## src/rtl/uart_pkg.sv

```systemverilog
// Shared UART definitions: FSM state encoding and bit-period helper.
package uart_pkg;

  // State encodings, kept as localparams so a receiver can share them.
  localparam logic [2:0] S_IDLE  = 3'd0;
  localparam logic [2:0] S_POP   = 3'd1;
  localparam logic [2:0] S_LATCH = 3'd2;
  localparam logic [2:0] S_START = 3'd3;
  localparam logic [2:0] S_DATA  = 3'd4;
  localparam logic [2:0] S_STOP  = 3'd5;

  typedef enum logic [2:0] {
    IDLE  = S_IDLE,
    POP   = S_POP,
    LATCH = S_LATCH,
    START = S_START,
    DATA  = S_DATA,
    STOP  = S_STOP
  } uart_state_t;

  // Clock cycles per serial bit, truncating toward zero.
  function automatic int clks_per_bit(input int clock_hz, input int baud);
    return clock_hz / baud;
  endfunction

endpackage

```

## src/rtl/uart_baud_counter.sv

```systemverilog
// Bit-period counter: counts 0..CLKS_PER_BIT-1 while enabled, pulsing bit_end on the terminal count.
module uart_baud_counter #(
  parameter int CLKS_PER_BIT = 434
) (
  input  logic CLOCK_50,
  input  logic RST_N,
  input  logic clear,
  input  logic enable,
  output logic bit_end
);
  localparam int CNT_W = (CLKS_PER_BIT > 1) ? $clog2(CLKS_PER_BIT) : 1;
  localparam logic [CNT_W-1:0] LAST = CNT_W'(CLKS_PER_BIT - 1);

  logic [CNT_W-1:0] count_reg;

  assign bit_end = enable && (count_reg == LAST);

  // Count up while enabled, wrapping to zero at the end of each bit.
  always_ff @(posedge CLOCK_50) begin
    if (!RST_N || clear) count_reg <= '0;
    else if (enable)     count_reg <= bit_end ? '0 : count_reg + 1'b1;
  end

endmodule

```

## src/rtl/fifo_uart_tx.sv

```systemverilog
// FIFO-draining 8N1 transmitter: pops one item per frame and shifts it out LSB first.
module fifo_uart_tx
  import uart_pkg::*;
#(
  parameter int CLOCK_HZ  = 50000000,
  parameter int BAUD      = 115200,
  parameter int DATA_BITS = 8
) (
  input  logic                 CLOCK_50,
  input  logic                 RST_N,
  input  logic [DATA_BITS-1:0] fifo_data,
  input  logic                 fifo_empty,
  output logic                 fifo_read,
  output logic                 tx,
  output logic                 busy,
  output logic                 frame_done
);
  localparam int CLKS_PER_BIT = clks_per_bit(CLOCK_HZ, BAUD);
  localparam int IDX_W = (DATA_BITS > 1) ? $clog2(DATA_BITS) : 1;
  localparam logic [IDX_W-1:0] LAST_IDX = IDX_W'(DATA_BITS - 1);

  uart_state_t          state_reg, state_next;
  logic [DATA_BITS-1:0] shift_reg, shift_next;
  logic [IDX_W-1:0]     idx_reg, idx_next;
  logic                 tx_reg, tx_next;
  logic                 baud_clear, baud_enable, bit_end;

  // A bit period shorter than two clocks cannot be timed by the counter.
  always_ff @(posedge CLOCK_50) begin
    assert (CLKS_PER_BIT >= 2)
      else $error("fifo_uart_tx: CLKS_PER_BIT=%0d is below 2", CLKS_PER_BIT);
  end

  assign baud_clear  = (state_reg == LATCH);
  assign baud_enable = (state_reg == START) || (state_reg == DATA) || (state_reg == STOP);

  uart_baud_counter #(
    .CLKS_PER_BIT(CLKS_PER_BIT)
  ) u_baud (
    .CLOCK_50 (CLOCK_50),
    .RST_N    (RST_N),
    .clear    (baud_clear),
    .enable   (baud_enable),
    .bit_end  (bit_end)
  );

  // Pop strobe and status are decoded from the state register alone.
  assign fifo_read  = (state_reg == POP);
  assign busy       = (state_reg != IDLE);
  assign frame_done = (state_reg == STOP) && bit_end;
  assign tx         = tx_reg;

  // State, shift register, bit index and line register.
  always_ff @(posedge CLOCK_50) begin
    if (!RST_N) begin
      state_reg <= IDLE;
      shift_reg <= '0;
      idx_reg   <= '0;
      tx_reg    <= 1'b1;
    end else begin
      state_reg <= state_next;
      shift_reg <= shift_next;
      idx_reg   <= idx_next;
      tx_reg    <= tx_next;
    end
  end

  // Next-state logic: IDLE -> POP -> LATCH -> START -> DATA x DATA_BITS -> STOP.
  always_comb begin
    state_next = state_reg;
    shift_next = shift_reg;
    idx_next   = idx_reg;
    unique case (state_reg)
      IDLE:  if (!fifo_empty) state_next = POP;
      POP:   state_next = LATCH;
      LATCH: begin
        shift_next = fifo_data;
        idx_next   = '0;
        state_next = START;
      end
      START: if (bit_end) state_next = DATA;
      DATA: begin
        if (bit_end) begin
          shift_next = shift_reg >> 1;
          idx_next   = idx_reg + 1'b1;
          if (idx_reg == LAST_IDX) state_next = STOP;
        end
      end
      STOP:  if (bit_end) state_next = IDLE;
      default: state_next = IDLE;
    endcase
  end

  // Line value for the coming cycle, so tx comes straight from a flop.
  always_comb begin
    tx_next = 1'b1;
    if (state_next == START)     tx_next = 1'b0;
    else if (state_next == DATA) tx_next = shift_next[0];
  end

endmodule
```

## config.mk

```make
export PLATFORM = sky130hd
export DESIGN_NAME = fifo_uart_tx
export DESIGN_NICKNAME = d
export VERILOG_FILES = /design/src/rtl/uart_pkg.sv /design/src/rtl/uart_baud_counter.sv /design/src/rtl/fifo_uart_tx.sv
export SDC_FILE = /design/constraint.sdc
export NUM_CORES = 1
export LEC_CHECK = 0
export CORE_UTILIZATION = 25
export DETAILED_ROUTE_END_ITERATION = 12
export PLACE_DENSITY = 0.39
export SLEW_MARGIN = 20
export SYNTH_ARGS = -nofsm -noshare
export SYNTH_HDL_FRONTEND = slang
export SYNTH_SLANG_ARGS = --single-unit
```

## constraint.sdc

```tcl
create_clock -name CLOCK_50 -period 2.4 [get_ports CLOCK_50]
set_input_delay 0.36 -clock CLOCK_50 [delete_from_list [all_inputs] [get_ports CLOCK_50]]
set_output_delay 0.36 -clock CLOCK_50 [all_outputs]
set_load 0.01 [all_outputs]
```

==> results.py, run 1 <==
metrics = {
    "floorplan": {
        "io_pins": 15,
        "die_area_um2": 5580,
        "rows": 26,
        "initial_core_util_pct": 25.9,
        "fp.dieW_um": 74.7,
        "dieHeight_um": 74.7,
        "coreArea_um2": 5110,
    },
    "sta": {
        "fin_crit_ns": 2.17,
        "finalHoldViolations": 0,
        "final.setup.worst_slack_ns": 0.230,
        "finalSetupViolCount": 0,
        "tightest_slew_ns": 0.499,
        "slew_violations": 0,
        "timing.hold.ws_ns": 0.460,
        "period_share_pct": 90.4,
        "maxClockFrequency_ghz": 0.461,
        "setup_tns_ns": 0,
        "skew_ns": 0.00439,
        "rsz0062_at_grt": "no",
        "slew_headroom_pct": 66.7,
    },
    "synthesis": {
        "synth.top_cell.area_share_pct": 36.4,
        "ys.flop_type": "dfxtp_1",
        "synth_edf_count": 0,
        "yosysUniqueCellTypes": 40,
        "ys_ff_latch": 24,
        "syn_area_per_cell_um2": 9.51,
        "ys_warn_count": 0,
        "yosysSeqAreaShare_pct": 36.4,
        "synthTopCellsByArea": "dfxtp_1 36%, xnor2_1 5.3%, buf_6 5.1%",
        "synthesis.nets": 154,
        "synth.largest_area_cell": "dfxtp_1",
        "netlist_instances": 139,
        "async_flop_share_pct": 0,
        "syn_area_um2": 1320,
    },
    "outcome": {
        "run_status": "completed",
    },
    "pwr": {
        "power.density_nw_per_um2": 558,
        "power_mw": 0.875,
        "p_leak_nw": 0.535,
        "vdd_drop_max_mv": 0.238,
    },
    "cts": {
        "numCtsBuffers": 3,
        "clock_sinks": 24,
        "htreeDepth": 1,
        "cts_setup_buffers": 0,
        "clk_path_buf_depth": 2,
        "clk_latency_ns": 0.26,
        "clk_pin_slew_worst_paths_ns": 0.09,
        "cts_tree": "yes",
        "cts-root-buf": "clkbuf_8",
    },
    "route": {
        "route.antenna.remaining_nets": 0,
        "vias": 1016,
        "dr.pass1.iters": 4,
        "post_drt_wl_per_cell_um": 11.5,
        "wirelength_um": 2560,
        "drc": 0,
        "dr.first_iter.drc_count": 43,
        "viasPerCell": 4.58,
    },
    "global_route": {
        "grt_pass1_vias": 949,
        "grt.total_usage_pct": 10.3,
        "grt_overflow": 0,
        "grt_max_degree": 15,
        "antenna_found_initial": 0,
        "grt_pass1_wl_um": 4420,
    },
    "final_layout": {
        "area_delta_synth_final_pct": 18.7,
        "fin_cells": 222,
        "utilization_pct": 30.7,
        "fillers": 550,
        "largest_reg_flops": 9,
        "design_area_um2": 1570,
        "final_cell_mix": "22 x dfxtp_1, 14 x nor2_1, 13 x nand2_1, 13 x clkdlybuf4s50_1, 11 x a21oi_1",
        "drive_above_1_share_pct": 17.8,
        "nets": 168,
        "final_common_cell": "dfxtp_1",
        "n_antenna_cell": 0,
    },
    "worst_setup_path": {
        "end_kind": "primary output",
        "crit_slowest_cell": "or4b_4",
        "critPathRequiredTime_ns": 2.04,
        "cp_data_arrival_time_ns": 1.81,
        "critPathKind": "flop to primary output",
        "start_kind": "flop",
        "path_cells": "or4b_4 -> nor2_2 -> and4b_2 -> dlygate4sd2_1",
        "slowest_delay_ns": 0.58,
        "crit_fanout": 5,
    },
    "place": {
        "dp_slack_ns": 0.191,
        "io_buffers": 14,
        "placed_cells": 218,
        "dpl_cell_area_um2": 1490,
        "gp_congestion": 0.814,
        "hpwl_um": 1940,
    },
    "hold_path": {
        "hold_path.class": "flop to flop",
    },
    "job": {
        "cap_viol_max_count": 0,
    },
}
what timing repair did:
action,CTS,global route
endpoints found under the setup margin,1,0
resized for setup,4,0
hold buffers,0,0
cell usage after synthesis (2+ instances only):
cell	instances
a22oi_1	6
buf_4	2
o21ai_0	2
nand2_1	13
a21oi_1	11
inv_1	6
mux2i_1	2
buf_6	6
a31oi_1	2
nand3b_1	2
ha_1	4
nor2_1	15
a2111oi_2	4
nand4_1	4
xnor2_1	8
dfxtp_1	24
and3_1	2
nand3_1	3
nor3b_2	2
kinds of logic after synthesis:
logic type | synth area share, %
multiplexers | 2.37
XOR/XNOR | 5.97
adder cells (fa/ha/maj) | 3.79
flip-flops | 36.4
buffers and inverters | 8.24
AND/OR/NAND/NOR | 24.3
AO/OA/AOI/OAI | 18.9
critical path: cells and delay by family, from the launching register on:
family	cells	cell delay (ns)
buf+inv	1	0.26
flops	1	0.36
simple gates	3	0.92
where the power goes:
group / internal, mW / switching (mW)
clock: 0.223 / 0.126
combinational: 0.0532 / 0.0448
sequential: 0.411 / 0.0169
area by class of cell:
type | count | area [um^2] | area share (%)
Tap cell | 70 | 87.6 | 5.59
Clock inverter | 1 | 30.0 | 1.92
Sequential cell | 24 | 483 | 30.8
Inverter | 6 | 22.5 | 1.44
Timing Repair Buffer | 18 | 169 | 10.8
Multi-Input combinational cell | 100 | 734 | 46.8
Clock buffer | 3 | 41.3 | 2.63
final timing paths:
kind	depth (start not counted)	slack, ns	start	endpoint
max	4	0.23	u_baud.count_reg[2]$_SDFFE_PP0P_	frame_done
min	2	0.46	idx_reg[1]$_SDFFE_PN0P_	idx_reg[1]$_SDFFE_PN0P_
max reg2reg	4	0.54	state_reg[2]$_SDFF_PN0_	tx$_SDFF_PN1_
min reg2reg	2	0.46	idx_reg[1]$_SDFFE_PN0P_	idx_reg[1]$_SDFFE_PN0P_
per-layer routing:
metal	vias to the layer above	track usage, %	share of wire, %
met5	-	0	0
met4	0	2.52	0.66
met3	2	2.41	3.1
met2	14	16.3	42
met1	479	14.2	54
li1	521	-	-
Note: power is estimated with default switching activity, not from simulation.
==> inputs of run 2 (changes only) <==
--- a/config.mk
+++ b/config.mk
@@ -7,6 +7,7 @@
 export LEC_CHECK = 0
 export CORE_UTILIZATION = 25
 export DETAILED_ROUTE_END_ITERATION = 12
+export HOLD_SLACK_MARGIN = 0.1
 export PLACE_DENSITY = 0.39
 export SLEW_MARGIN = 20
 export SYNTH_ARGS = -nofsm -noshare
==> results of run 2 <==
Final layout, timing and power as in run 1 (identical DEF).
==> inputs of run 3 (changes only) <==
--- a/config.mk
+++ b/config.mk
@@ -7,7 +7,7 @@
 export LEC_CHECK = 0
 export CORE_UTILIZATION = 25
 export DETAILED_ROUTE_END_ITERATION = 12
-export HOLD_SLACK_MARGIN = 0.1
+export HOLD_SLACK_MARGIN = 0.15
 export PLACE_DENSITY = 0.39
 export SLEW_MARGIN = 20
 export SYNTH_ARGS = -nofsm -noshare
==> results of run 3 <==
Final layout, timing and power as in run 1 (identical DEF).
==> variant 1: new RTL, settings of run 2 <==
`shift_reg` no longer has a reset.
--- a/src/rtl/fifo_uart_tx.sv
+++ b/src/rtl/fifo_uart_tx.sv
@@ -55,13 +55,15 @@
     if (!RST_N) begin
       state_reg <= IDLE;
-      shift_reg <= '0;
       idx_reg   <= '0;
       tx_reg    <= 1'b1;
     end else begin
       state_reg <= state_next;
-      shift_reg <= shift_next;
       idx_reg   <= idx_next;
       tx_reg    <= tx_next;
     end
+  end
+
+  always_ff @(posedge CLOCK_50) begin
+    shift_reg <= shift_next;
   end
 
Check against the original RTL: no difference found for any inputs over 10 cycles, from zero or initial values and one cycle with RST_N low; that may be too few to reach the edited logic, so the function may still have changed.
==> variant 1 against run 2 <==
- clock power increased by 2%
- wire length increased by 6.8%
- critical path depth unchanged
- synthesized area decreased by 3.6%
- sequential cell count unchanged
- final area increased by 1.2%
- worst setup slack improved by 0.042 ns
- total power increased by 2.8%
- largest cell class unchanged
- highest routed layer unchanged
==> variant 1: results (changes against run 2) <==
Global route
  • Largest net degree at the start of global routing: 15 (unchanged)
  • Initial antenna violation count: 0 (unchanged)
  • Gr usage total: 11.5% (+1.2 points)
  • First-pass GRT wire length: 4.73 mm (+6.9%)
  • Number of global-route vias before repair: 1006 (+6.0%)

Detailed routing
  • Initial DRC count: 54 (+26%)
  • Vias per inst: 4.70 (+2.6%)
  • Routed wire length: 2.73 mm (+6.8%)

Timing
  • Setup Skew: 0.00560 ns (+0.00122 ns)
  • Slew @ Worst Pin: 0.605 ns (+0.106 ns)

Final layout
  • Ant. Diodes: 0 (unchanged)
  • Share of post-route cells with drive strength above 1: 14.7% (-3.1 points)
  • FILL cells: 519 (-5.6%)
  • Nets: 166 (-1.2%)

Critical path
  • Critical Path Fanout Max: 5 (unchanged)
  • Critical path data arrival time: 1.77 ns (-0.04 ns)
  • R2R depth: 5 (+1)
  • Max incr delay on CP: 0.56 ns (-0.02 ns)

Placed design
  • GP Congestion: 0.761 (-6.5%)
  • DPL Wire Length: 2.03 mm (+4.7%)

Synth
  • Number of flops mapped to enable cells by yosys: 7 (+7)
  • Synth cell count leaders: dfxtp_1, nor2_1, nand2_1, xnor2_1
  • Synth unique cells: 44 (+10%)
  • Sequential fraction of the synthesis area: 43.2% (+6.9 points)
  • Area contributors post-synth: dfxtp_1, edfxtp_1, xnor2_1
  • Synthesis warning total: 0 (unchanged)
  • Syn Nets: 146 (-5.2%)
  • Asr flop ratio synth: 0% (unchanged)

Pwr
  • P_leak: 0.554 nW (+3.6%)
  • Worst vdd ir: 0.000322 V (+36%)

Run status
  • Status: completed

Clocking
  • Clock Tree Buf Depth: 2 (unchanged)

Min path
  • Hold path cells: 2 (unchanged)
-- variant 1: cell types whose count changed in the layout (fill, tap and decap cells not counted), moves of 5 or more --
cell      delta
a21oi_1      -5
a22o_1       +6
a22oi_1      -6
dfxtp_1      -5
edfxtp_1     +7
nand2_1      -5
-- variant 1: where the power goes --
part	leakage [nW]	switching (mW)	total, mW	internal, mW
Sequential	0.202	0.0134	0.446	0.432
Clock	0.0357	0.133	0.356	0.223
Combinational	0.317	0.0432	0.0981	0.0549
Total	0.554	0.189	0.899	0.710
-- variant 1: cell families (layout without fill, tap and decap cells) --
kind of cell,Yosys count,count (layout),share of synthesized area [%]
buffers and inverters,14,33,5.79
flip-flops,24,24,43.2
adder cells (fa/ha/maj),4,4,3.93
XOR/XNOR,8,8,5.50
AND/OR/NAND/NOR,49,49,23.0
AO/OA/AOI/OAI,32,32,18.6
-- variant 1: stage by stage --
step                cell area (um2)  utilization [%]  hold WS [ns]  std cells  setup slack (ns)
floorplan                      1270                -         0.453        131             0.563
global placement               1500             31.2         0.465        212             0.266
detailed placement             1500             31.2         0.478        212             0.228
CTS                            1590             32.9         0.491        217             0.267
global route                   1590             32.9         0.523        217             0.201
finish                         1590             32.9         0.485        217             0.271
-- variant 1: final timing paths --
kind / slack, ns / to / startpoint
min reg2reg: 0.48 / idx_reg[2]$_SDFFE_PN0P_ / idx_reg[2]$_SDFFE_PN0P_
min: 0.48 / idx_reg[2]$_SDFFE_PN0P_ / idx_reg[2]$_SDFFE_PN0P_
max: 0.27 / frame_done / u_baud.count_reg[2]$_SDFFE_PP0P_
max reg2reg: 0.41 / tx$_SDFF_PN1_ / u_baud.count_reg[2]$_SDFFE_PP0P_
-- variant 1: timing repair --
item / in CTS / in global routing
resized for setup: 3 / 0
buffers inserted: 1 / 0
endpoints found under the hold margin: 0 / 0
setup endpoints to repair: 1 / 0
-- variant 1: layout make-up --
cell class	count	area, um2	area share [%]
clock inverters	1	30.0	1.89
multi-input cells	93	656	41.3
flip-flops and latches	24	551	34.7
clock buffers	3	41.3	2.60
well taps	67	83.8	5.28
inverters	7	26.3	1.66
repair buffers	22	199	12.5
-- variant 1: per-layer routing --
metal  routed length, um  track usage, %  up-vias
li1                    -               -      525
met1                1370            15.3      474
met2                1220            18.1       15
met3                 105            3.02        5
met4                  36            3.85        0
met5                   0               0        -
-- variant 1: tightest hold or removal path, delay by kind of cell (launching register included) --
kind            cells  cell delay, ns
flops               1            0.32
compound gates      2            0.13
==> variant 2: new RTL, flow settings as in run 2 <==
Made on the original files. `DATA_BITS`: 8 -> 4.
--- a/src/rtl/fifo_uart_tx.sv
+++ b/src/rtl/fifo_uart_tx.sv
@@ -5,5 +5,5 @@
   parameter int CLOCK_HZ  = 50000000,
   parameter int BAUD      = 115200,
-  parameter int DATA_BITS = 8
+  parameter int DATA_BITS = 4
 ) (
   input  logic                 CLOCK_50,
Ports: changed (resized fifo_data); port bits go from 15 to 11. The function was not compared with the original's and may differ.
==> variant 2 against run 2 <==
- synthesized area shrank 21%
- worst setup slack lost 0.0085 ns
- final area shrank 21%
- sequential power shrank 21%
- global-route usage is essentially flat
- wire length shrank 21%
- sequential cell count shrank 5
- cell count shrank 23%
- via count shrank 24%
- total power shrank 26%
==> variant 2: results (changes against run 2) <==
Final layout
  • FILL cells: 420 (-24%)
  • Max FFs per register: 9 (unchanged)
  • Share of post-route cells with drive strength above 1: 11.6% (-6.2 points)

Pwr
  • P_leak: 0.455 nW (-15%)
  • Worst vdd ir: 0.000172 V (-28%)

Run status
  • Status: completed

Critical path
  • Critical Path Fanout Max: 10 (+5)
  • R2r startpoint: u_baud.count_reg[0]$_SDFFE_PP0P_
  • Setup slack, reg-to-reg: 0.63 ns (+0.09 ns)
  • Slowest CP cell: clkdlybuf4s50_1
  • Worst setup path startpoint: state_reg[2]$_SDFF_PN0_
  • R2R depth: 6 (+2)

Clocking
  • PostCTS Resize Cnt: 0 (-4)
  • Worst-path clk slew: 0.07 ns (-0.02 ns)

Synth
  • Synth cell count leaders: dfxtp_1, nor2_1, nand2_1, nor2b_1, and3_1
  • Sequential fraction of the synthesis area: 36.4% (+0.044 points)
  • Syn Nets: 121 (-21%)
  • Area contributors post-synth: dfxtp_1, nor2_1, ha_1
  • Post-Syn Instances: 111 (-20%)
  • Synth unique cells: 44 (+10%)

Global route
  • Gr usage total: 10.3% (about the same)
  • Number of global-route vias before repair: 724 (-24%)
  • First-pass GRT wire length: 3.43 mm (-22%)

Timing
  • Setup Skew: 0.00310 ns (-0.00129 ns)
  • Slew headroom: 69.9% (+3.3 points)

Detailed routing
  • Drt wl/cell: 11.8 um (+2.5%)
  • Drt pass-1 iters: 3 (-1)
  • Routed wire length: 2.02 mm (-21%)
  • Via count: 773 (-24%)

Min path
  • HP Start: shift_reg[2]$_SDFFE_PN0P_

Placed design
  • Port Buffers: 10 (-4)
  • DPL Wire Length: 1.50 mm (-23%)
  • GP Congestion: 0.688 (-16%)
  • Inst Count DP: 167 (-23%)
## variant 2: cell count changes after synthesis, sizes merged, moves of 4 or more
cell,delta
a21oi,-8
buf,-5
dfxtp,-5
inv,-4
nand2,-5
nor2b,+6
xnor2,-4
## variant 2: where the power goes
group,switching (mW),internal [mW]
Combinational,0.0352,0.0441
Sequential,0.0146,0.324
Clock,0.110,0.118
## variant 2: layout make-up
type | count | area, um2 | area share (%)
Clock buffer | 4 | 45.0 | 3.66
Multi-Input combinational cell | 84 | 621 | 50.4
Inverter | 2 | 7.51 | 0.610
Timing Repair Buffer | 12 | 115 | 9.35
Sequential cell | 19 | 380 | 30.9
Tap cell | 50 | 62.6 | 5.08
## variant 2: per-layer routing
metal / GRT usage, % / part of all wire (%) / vias up
li1: - / - / 408
met1: 13.7 / 50 / 351
met2: 15.4 / 45 / 10
met3: 2.05 / 2.7 / 4
met4: 5.59 / 1.7 / 0
met5: 0 / 0 / -
## variant 2: path summary, 6_finish.rpt
kind / endpoint
min reg2reg: shift_reg[2]$_SDFFE_PN0P_
max reg2reg: tx$_SDFF_PN1_
min: shift_reg[2]$_SDFFE_PN0P_
max: frame_done
## variant 2: stage by stage
| stage | setup slack [ns] | hold WS, ns | utilization [%] | cell area (um2) |
|---|---|---|---|---|
| floorplan | 0.757 | 0.443 | - | 1040 |
| global placement | 0.528 | 0.454 | 29.7 | 1190 |
| detailed placement | 0.485 | 0.461 | 29.7 | 1190 |
| CTS | 0.187 | 0.472 | 30.8 | 1230 |
| global route | 0.0540 | 0.499 | 30.8 | 1230 |
| finish | 0.221 | 0.467 | 30.8 | 1230 |
## variant 2: logic make-up (layout without fill, tap and decap cells)
kind of cell	after synthesis	count (layout)	share of synthesized area, %
xor gates and xnor gates	8	8	6.71
muxes	3	3	3.35
DFF	19	19	36.4
AOI/OAI and AO/OA	19	19	15.3
and+or+nand+nor	51	51	30.4
adders and majority gates	3	3	3.59
buffers and inverters	8	18	4.19
## variant 2: worst reg2reg max path, delay by kind of cell, from the launching register on
kind                       cells  cell delay [ns]
DFF                            1             0.39
and+or+nand+nor                2             0.43
AOI/OAI and AO/OA              2             0.36
adders and majority gates      1             0.17
muxes                          1             0.31
